===== config.mk =====
export PLATFORM = sky130hd
export DESIGN_NAME = i2c_reg_seq
export DESIGN_NICKNAME = d
export VERILOG_FILES = /design/src/rtl/i2c_seq_pkg.sv /design/src/rtl/i2c_seq_wdog.sv /design/src/rtl/i2c_reg_seq.sv
export SDC_FILE = /design/constraint.sdc
export NUM_CORES = 1
export LEC_CHECK = 0
export ABC_AREA = 1
export CAP_MARGIN = 20
export CORE_MARGIN = 2
export CORE_UTILIZATION = 51
export CTS_CLUSTER_DIAMETER = 120
export DETAILED_ROUTE_END_ITERATION = 8
export GPL_ROUTABILITY_DRIVEN = 0
export HOLD_SLACK_MARGIN = 0.1
export PLACE_DENSITY = 0.79
export SLEW_MARGIN = 20
export SYNTH_ARGS = -nofsm -noshare
export SYNTH_HDL_FRONTEND = slang
export SYNTH_SLANG_ARGS = --single-unit

===== constraint.sdc =====
create_clock -name i_clk -period 2.2 [get_ports i_clk]
set_clock_uncertainty 0.05 [all_clocks]
set_input_delay 0.33 -clock i_clk [delete_from_list [all_inputs] [get_ports i_clk]]
set_output_delay 0.33 -clock i_clk [all_outputs]
set_load 0.005 [all_outputs]

===== src/rtl/i2c_seq_pkg.sv =====
// Types and command flag patterns shared by the I2C register-access sequencer.
package i2c_seq_pkg;

  typedef enum logic [3:0] {
    S_IDLE, S_WR_CMD, S_WR_PTR, S_WR_DAT, S_RP_CMD,
    S_RP_PTR, S_RD_CMD, S_RD_DAT, S_WAIT_IDLE, S_RESP
  } seq_state_e;

  typedef struct packed {
    logic [6:0] addr;
    logic       start;
    logic       read;
    logic       write;
    logic       write_multiple;
    logic       stop;
  } i2c_cmd_t;

  localparam i2c_cmd_t CMD_WR_REG = '{addr: 7'd0, start: 1'b1, read: 1'b0, write: 1'b0,
                                      write_multiple: 1'b1, stop: 1'b1};
  localparam i2c_cmd_t CMD_PTR    = '{addr: 7'd0, start: 1'b1, read: 1'b0, write: 1'b1,
                                      write_multiple: 1'b0, stop: 1'b0};
  localparam i2c_cmd_t CMD_RD     = '{addr: 7'd0, start: 1'b1, read: 1'b1, write: 1'b0,
                                      write_multiple: 1'b0, stop: 1'b1};

  function automatic i2c_cmd_t cmd_with_addr(input i2c_cmd_t flags, input logic [6:0] addr);
    i2c_cmd_t c;
    c      = flags;
    c.addr = addr;
    return c;
  endfunction

endpackage


===== src/rtl/i2c_seq_wdog.sv =====
// Progress watchdog: counts enabled cycles since the last clear and saturates at the limit.
module i2c_seq_wdog #(
  parameter int  TIMEOUT_CYCLES = 65535,
  localparam int TO_W           = $clog2(TIMEOUT_CYCLES + 1)
) (
  input  logic i_clk,
  input  logic i_rst,
  input  logic i_clr,
  input  logic i_en,
  output logic o_expire
);

  localparam logic [TO_W-1:0] LIMIT = TO_W'(TIMEOUT_CYCLES);

  logic [TO_W-1:0] r_cnt;

  assign o_expire = (r_cnt == LIMIT);

  always_ff @(posedge i_clk) begin
    if (i_rst || i_clr) begin
      r_cnt <= '0;
    end else if (i_en && !o_expire) begin
      r_cnt <= r_cnt + 1'b1;
    end
  end

endmodule


===== src/rtl/i2c_reg_seq.sv =====
// Sequences one register read/write request into i2c_master cmd/tx/rx traffic and one response.
// States: IDLE accept | WR_* cmd,ptr,data | RP_*/RD_* ptr write then read | WAIT_IDLE bus drain | RESP respond
module i2c_reg_seq
  import i2c_seq_pkg::*;
#(
  parameter int TIMEOUT_CYCLES = 65535
) (
  input  logic       i_clk,
  input  logic       i_rst,
  input  logic       i_req_valid,
  output logic       o_req_ready,
  input  logic       i_req_rd,
  input  logic [6:0] i_req_dev_addr,
  input  logic [7:0] i_req_reg_addr,
  input  logic [7:0] i_req_wdata,
  output logic       o_rsp_valid,
  input  logic       i_rsp_ready,
  output logic [7:0] o_rsp_rdata,
  output logic       o_rsp_err,
  output logic [6:0] o_cmd_address,
  output logic       o_cmd_start,
  output logic       o_cmd_read,
  output logic       o_cmd_write,
  output logic       o_cmd_write_multiple,
  output logic       o_cmd_stop,
  output logic       o_cmd_valid,
  input  logic       i_cmd_ready,
  output logic [7:0] o_tx_data,
  output logic       o_tx_valid,
  output logic       o_tx_last,
  input  logic       i_tx_ready,
  input  logic [7:0] i_rx_data,
  input  logic       i_rx_valid,
  input  logic       i_rx_last,
  output logic       o_rx_ready,
  input  logic       i_busy,
  input  logic       i_missed_ack
);

  seq_state_e r_state;
  i2c_cmd_t   r_cmd;
  logic [7:0] r_ptr;
  logic [7:0] r_wdata;
  logic [7:0] r_rdata;
  logic       r_err;

  logic w_active;
  logic w_hs;
  logic w_expire;
  logic w_err_nxt;

  assign o_cmd_address        = r_cmd.addr;
  assign o_cmd_start          = r_cmd.start;
  assign o_cmd_read           = r_cmd.read;
  assign o_cmd_write          = r_cmd.write;
  assign o_cmd_write_multiple = r_cmd.write_multiple;
  assign o_cmd_stop           = r_cmd.stop;

  assign w_active  = (r_state != S_IDLE) && (r_state != S_RESP);
  assign w_hs      = (o_cmd_valid && i_cmd_ready) || (o_tx_valid && i_tx_ready) ||
                     (o_rx_ready && i_rx_valid);
  assign w_err_nxt = r_err || i_missed_ack;

  i2c_seq_wdog #(.TIMEOUT_CYCLES(TIMEOUT_CYCLES)) u_wdog (
    .i_clk    (i_clk),
    .i_rst    (i_rst),
    .i_clr    ((r_state == S_IDLE) || w_hs),
    .i_en     (w_active),
    .o_expire (w_expire)
  );

  always_ff @(posedge i_clk) begin
    if (i_rst) begin
      r_state     <= S_IDLE;
      r_cmd       <= '0;
      r_ptr       <= '0;
      r_wdata     <= '0;
      r_rdata     <= '0;
      r_err       <= 1'b0;
      o_req_ready <= 1'b0;
      o_cmd_valid <= 1'b0;
      o_tx_data   <= '0;
      o_tx_valid  <= 1'b0;
      o_tx_last   <= 1'b0;
      o_rx_ready  <= 1'b0;
      o_rsp_valid <= 1'b0;
      o_rsp_err   <= 1'b0;
      o_rsp_rdata <= '0;
    end else begin
      if (w_active && i_missed_ack) r_err <= 1'b1;
      // Timeout abandons whatever handshake is pending; the master is left to recover on its own.
      if (w_active && w_expire) begin
        o_cmd_valid <= 1'b0;
        o_tx_valid  <= 1'b0;
        o_tx_last   <= 1'b0;
        o_rx_ready  <= 1'b0;
        r_err       <= 1'b1;
        o_rsp_valid <= 1'b1;
        o_rsp_err   <= 1'b1;
        o_rsp_rdata <= 8'h00;
        r_state     <= S_RESP;
      end else begin
        case (r_state)
          S_IDLE: begin
            o_req_ready <= 1'b1;
            if (i_req_valid && o_req_ready) begin
              o_req_ready <= 1'b0;
              r_ptr       <= i_req_reg_addr;
              r_wdata     <= i_req_wdata;
              r_rdata     <= 8'h00;
              r_err       <= 1'b0;
              o_cmd_valid <= 1'b1;
              if (i_req_rd) begin
                r_cmd   <= cmd_with_addr(CMD_PTR, i_req_dev_addr);
                r_state <= S_RP_CMD;
              end else begin
                r_cmd   <= cmd_with_addr(CMD_WR_REG, i_req_dev_addr);
                r_state <= S_WR_CMD;
              end
            end
          end
          S_WR_CMD: if (i_cmd_ready) begin
            o_cmd_valid <= 1'b0;
            o_tx_data   <= r_ptr;
            o_tx_last   <= 1'b0;
            o_tx_valid  <= 1'b1;
            r_state     <= S_WR_PTR;
          end
          S_WR_PTR: if (i_tx_ready) begin
            o_tx_data <= r_wdata;
            o_tx_last <= 1'b1;
            r_state   <= S_WR_DAT;
          end
          S_WR_DAT: if (i_tx_ready) begin
            o_tx_valid <= 1'b0;
            o_tx_last  <= 1'b0;
            r_state    <= S_WAIT_IDLE;
          end
          S_RP_CMD: if (i_cmd_ready) begin
            o_cmd_valid <= 1'b0;
            o_tx_data   <= r_ptr;
            o_tx_last   <= 1'b1;
            o_tx_valid  <= 1'b1;
            r_state     <= S_RP_PTR;
          end
          S_RP_PTR: if (i_tx_ready) begin
            o_tx_valid  <= 1'b0;
            o_tx_last   <= 1'b0;
            r_cmd       <= cmd_with_addr(CMD_RD, r_cmd.addr);
            o_cmd_valid <= 1'b1;
            r_state     <= S_RD_CMD;
          end
          S_RD_CMD: if (i_cmd_ready) begin
            o_cmd_valid <= 1'b0;
            o_rx_ready  <= 1'b1;
            r_state     <= S_RD_DAT;
          end
          // A single-byte read must arrive flagged last; anything else is a framing error.
          S_RD_DAT: if (i_rx_valid) begin
            o_rx_ready <= 1'b0;
            r_rdata    <= i_rx_data;
            if (!i_rx_last) r_err <= 1'b1;
            r_state    <= S_WAIT_IDLE;
          end
          S_WAIT_IDLE: if (!i_busy) begin
            o_rsp_valid <= 1'b1;
            o_rsp_err   <= w_err_nxt;
            o_rsp_rdata <= w_err_nxt ? 8'h00 : r_rdata;
            r_state     <= S_RESP;
          end
          S_RESP: if (i_rsp_ready) begin
            o_rsp_valid <= 1'b0;
            o_rsp_err   <= 1'b0;
            o_rsp_rdata <= 8'h00;
            o_req_ready <= 1'b1;
            r_state     <= S_IDLE;
          end
          default: r_state <= S_IDLE;
        endcase
      end
    end
  end

endmodule


==> results by group <==
Synthesis
  • Most common cell in the netlist: nand2_1
  • Compound-gate portion of the synthesized area: 17.35%
  • Mapped Area: 3765 um^2
  • Synth Area in Simple Gates: 29.81%
  • #FFs+latches synth: 80
  • Syn Area/Cell: 6.908 um^2
  • Area share of the largest cell type after synthesis: 42.54%
  • Synth warnings: 0
  • Ys async rst share: 0%
  • Fraction of synthesized area in multiplexers: 0%
  • Post-synth EDFFs: 0
  • Ys flop type: dfxtp_1
  • Post-synthesis sequential area ratio: 42.54%
  • Cells taking the most area after synthesis: dfxtp_1 (43%), nand2_1 (11%), a21oi_1 (7.6%)
  • Xor and xnor area share after synthesis: 0.9305%
  • Post-synthesis cell count: 545
  • Syn Nets: 588
  • Post-Synth Adder-Cell Area: 0.3323%
  • Yosys top cell by area: dfxtp_1
  • Most common library cells after synthesis: nand2_1 (114), dfxtp_1 (80), nor2_1 (68), a21oi_1 (57), o21ai_0 (57)
  • Largest family of logic cells by synthesized area: simple AND/OR/NAND/NOR gates
  • Synth cell types: 34

Timing
  • Crit share post-route: 91.61%
  • Setup TNS: 0 ns
  • Final Hold Violating Endpoints: 0
  • RSZ-0062 raised after global routing: false
  • Final Slew Violations: 0
  • Final Setup Violations: 0
  • Max_slew headroom: 56.85%
  • Max Clk Rate: 496.2 MHz
  • Hold WS: 0.3998 ns
  • Final Critical Period: 2.015 ns
  • Actual slew at the worst max-slew pin: 0.6423 ns

Worst setup path
  • Crit path cell chain: inv_2 -> nand2_1 -> nor2_2 -> inv_2 -> nand2_1 -> nor2_4 -> nand3_1 -> o21ai_0 -> a21oi_1
  • CP Data Required Time: 2.39 ns
  • CP max stage cell: dfxtp_1
  • Crit path depth: 9
  • Critical Path Fanout Max: 19
  • Worst EP arrival: 2.20 ns
  • WP buf/inv: 2
  • Worst reg2reg path depth: 9
  • Crit. End Element: register
  • Worst stage delay on the critical path: 0.48 ns
  • Critical Path Source Type: register
  • Worst Path Class, Setup: reg2reg
  • Top delay family on crit path: simple AND/OR/NAND/NOR gates

Status
  • Result of the run: completed

Floorplan
  • Starting Density: 52.19%
  • Number of top-level pins: 77
  • Row count: 31
  • Die area: 8086 um^2
  • Die H: 89.92 um
  • Die Wd: 89.92 um
  • Core Area: 7214 um^2

Place
  • Final HPWL DP: 6979 um
  • Port Buffer Count: 76
  • DP Cell Count: 709

Power and ir drop
  • PwrDens: 1098 nW/um^2
  • Cell Int Power: 0.003342 W
  • Pwr Total: 0.005333 W
  • Switch Pwr: 0.001991 W
  • Gate power share: 38.9%
  • Max IR drop VDD: 0.5721 mV
  • Sw Ratio: 37.33%
  • P_leak: 1.979 nW
  • Seq pwr share: 36.3%
  • Part of the power in the clock network: 24.8%

Clocking
  • Clock Path Buffers: 2
  • Setup Buffers After CTS: 0
  • CTS tree: yes
  • CTS Buf Count: 9
  • Clk_lat worst skew: 0.35 ns
  • CTS HTree Levels: 3
  • Worst-path clk slew: 0.08 ns
  • Sink Count: 80
  • Root Driver: clkbuf_8

Layout
  • Number of fill cells: 630
  • Syn-to-layout area delta: 29.01%
  • Number of nets in the layout: 664
  • Antenna diode count: 0
  • Fraction of layout cells with a size suffix above 1: 7.348%
  • Final Non-Filler Cells: 725

Hold path
  • Hold Path Cell Cnt: 2
  • Min-Delay Path Class: reg2reg

Global routing
  • Vias in the first global route: 3795
  • Global router's overall resource usage: 24.94%
  • Antenna violations before repair: 0
  • Global-route wire length before repair: 16860 um
  • Largest net degree at the start of global routing: 37
  • Grt ovf: 0

Detailed routing
  • Drc violations: 0
  • Initial DRC Count: 217
  • Routed WL: 9682 um
  • Drt via density: 5.308
  • Vias: 3848
  • ANT nets after route: 0
  • First-pass DRT Iterations: 5
  • Avg WL per Cell: 13.35 um

Run
  • Count of maximum capacitance violations: 0
flip-flops by register name (all words and copies together) (netlist names), 4 cells and up:
register       cells
o_cmd_address      7
o_rsp_rdata        8
o_tx_data          8
r_ptr              8
r_rdata            8
r_state            4
r_wdata            8
u_wdog.r_cnt      16
placed cells by master, fill, tap and decap left out, types with 2 or more instances in the layout:
cell type          n
a21oi_1           57
a31oi_1            4
buf_4              8
bufinv_16          3
clkbuf_8          10
clkdlybuf4s50_1   76
dfxtp_1           80
inv_1             54
inv_2              7
nand2_1          114
nand2_4            5
nand3_1           37
nand3b_1           2
nand4_1            6
nor2_1            68
nor2_2             6
nor2_4             2
nor3_1            11
o211ai_1           2
o21ai_0           57
xnor2_1            3
logic make-up (layout without fill, tap and decap cells):
logic type / count (synthesis) / in the layout
DFF: 80 / 80
buffers and inverters: 80 / 161
and+or+nand+nor: 255 / 255
xor gates and xnor gates: 4 / 4
AOI/OAI and AO/OA: 125 / 125
adders and majority gates: 1 / 1
worst reg2reg max path, delay by kind of cell, from the launching register on:
family	cells	cell delay, ns
flops	1	0.48
simple gates	5	0.83
compound gates	2	0.29
buf+inv	2	0.26
final cells by class:
type	count	area, um^2	area share (%)
clock buffers	11	141.4	2.911
clock inverters	5	103.9	2.138
inverters	61	229.0	4.714
multi-input cells	385	1837	37.82
flip-flops and latches	80	1602	32.97
well taps	99	123.9	2.550
repair buffers	84	820.8	16.90
per-stage QoR:
step	cell area [um^2]	utilization [%]	setup slack, ns
6_report	4857	67.33	0.1846
5_1_grt	4857	67.33	0.004307
4_1_cts	4843	67.13	0.2181
3_5_place_dp	4598	63.74	0.1761
3_3_place_gp	4598	63.74	0.2201
2_1_floorplan	3765	-	0.5431
power groups by stage:
stage / logic [W] / registers (W) / clock network (W)
after floorplan: 0.00143 / 0.00194 / 0
after global placement: 0.00196 / 0.00195 / 0
after detailed placement: 0.00202 / 0.00196 / 0
after CTS: 0.00204 / 0.00193 / 0.00133
after global routing: 0.00234 / 0.00197 / 0.00140
final: 0.00207 / 0.00194 / 0.00132
routing by layer:
layer	wire length [um]	global-route usage [%]
met3	740	5.951
met1	4173	31.17
met5	0	0
met4	201	10.64
met2	4566	41.35
what timing repair did:
| item | CTS | global route |
|---|---|---|
| resized for setup | 0 | 2 |
| hold buffers | 0 | 0 |
| endpoints found under the setup margin | 0 | 6 |
path summary, 6_finish.rpt:
kind / to / startpoint / slack (ns)
min reg2reg: r_wdata[7] / r_wdata[7] / 0.40
max reg2reg: u_wdog.r_cnt[9] / r_state[1] / 0.18
max: u_wdog.r_cnt[9] / r_state[1] / 0.18
min: r_wdata[7] / r_wdata[7] / 0.40
Note: power is estimated with default switching activity, not from simulation.
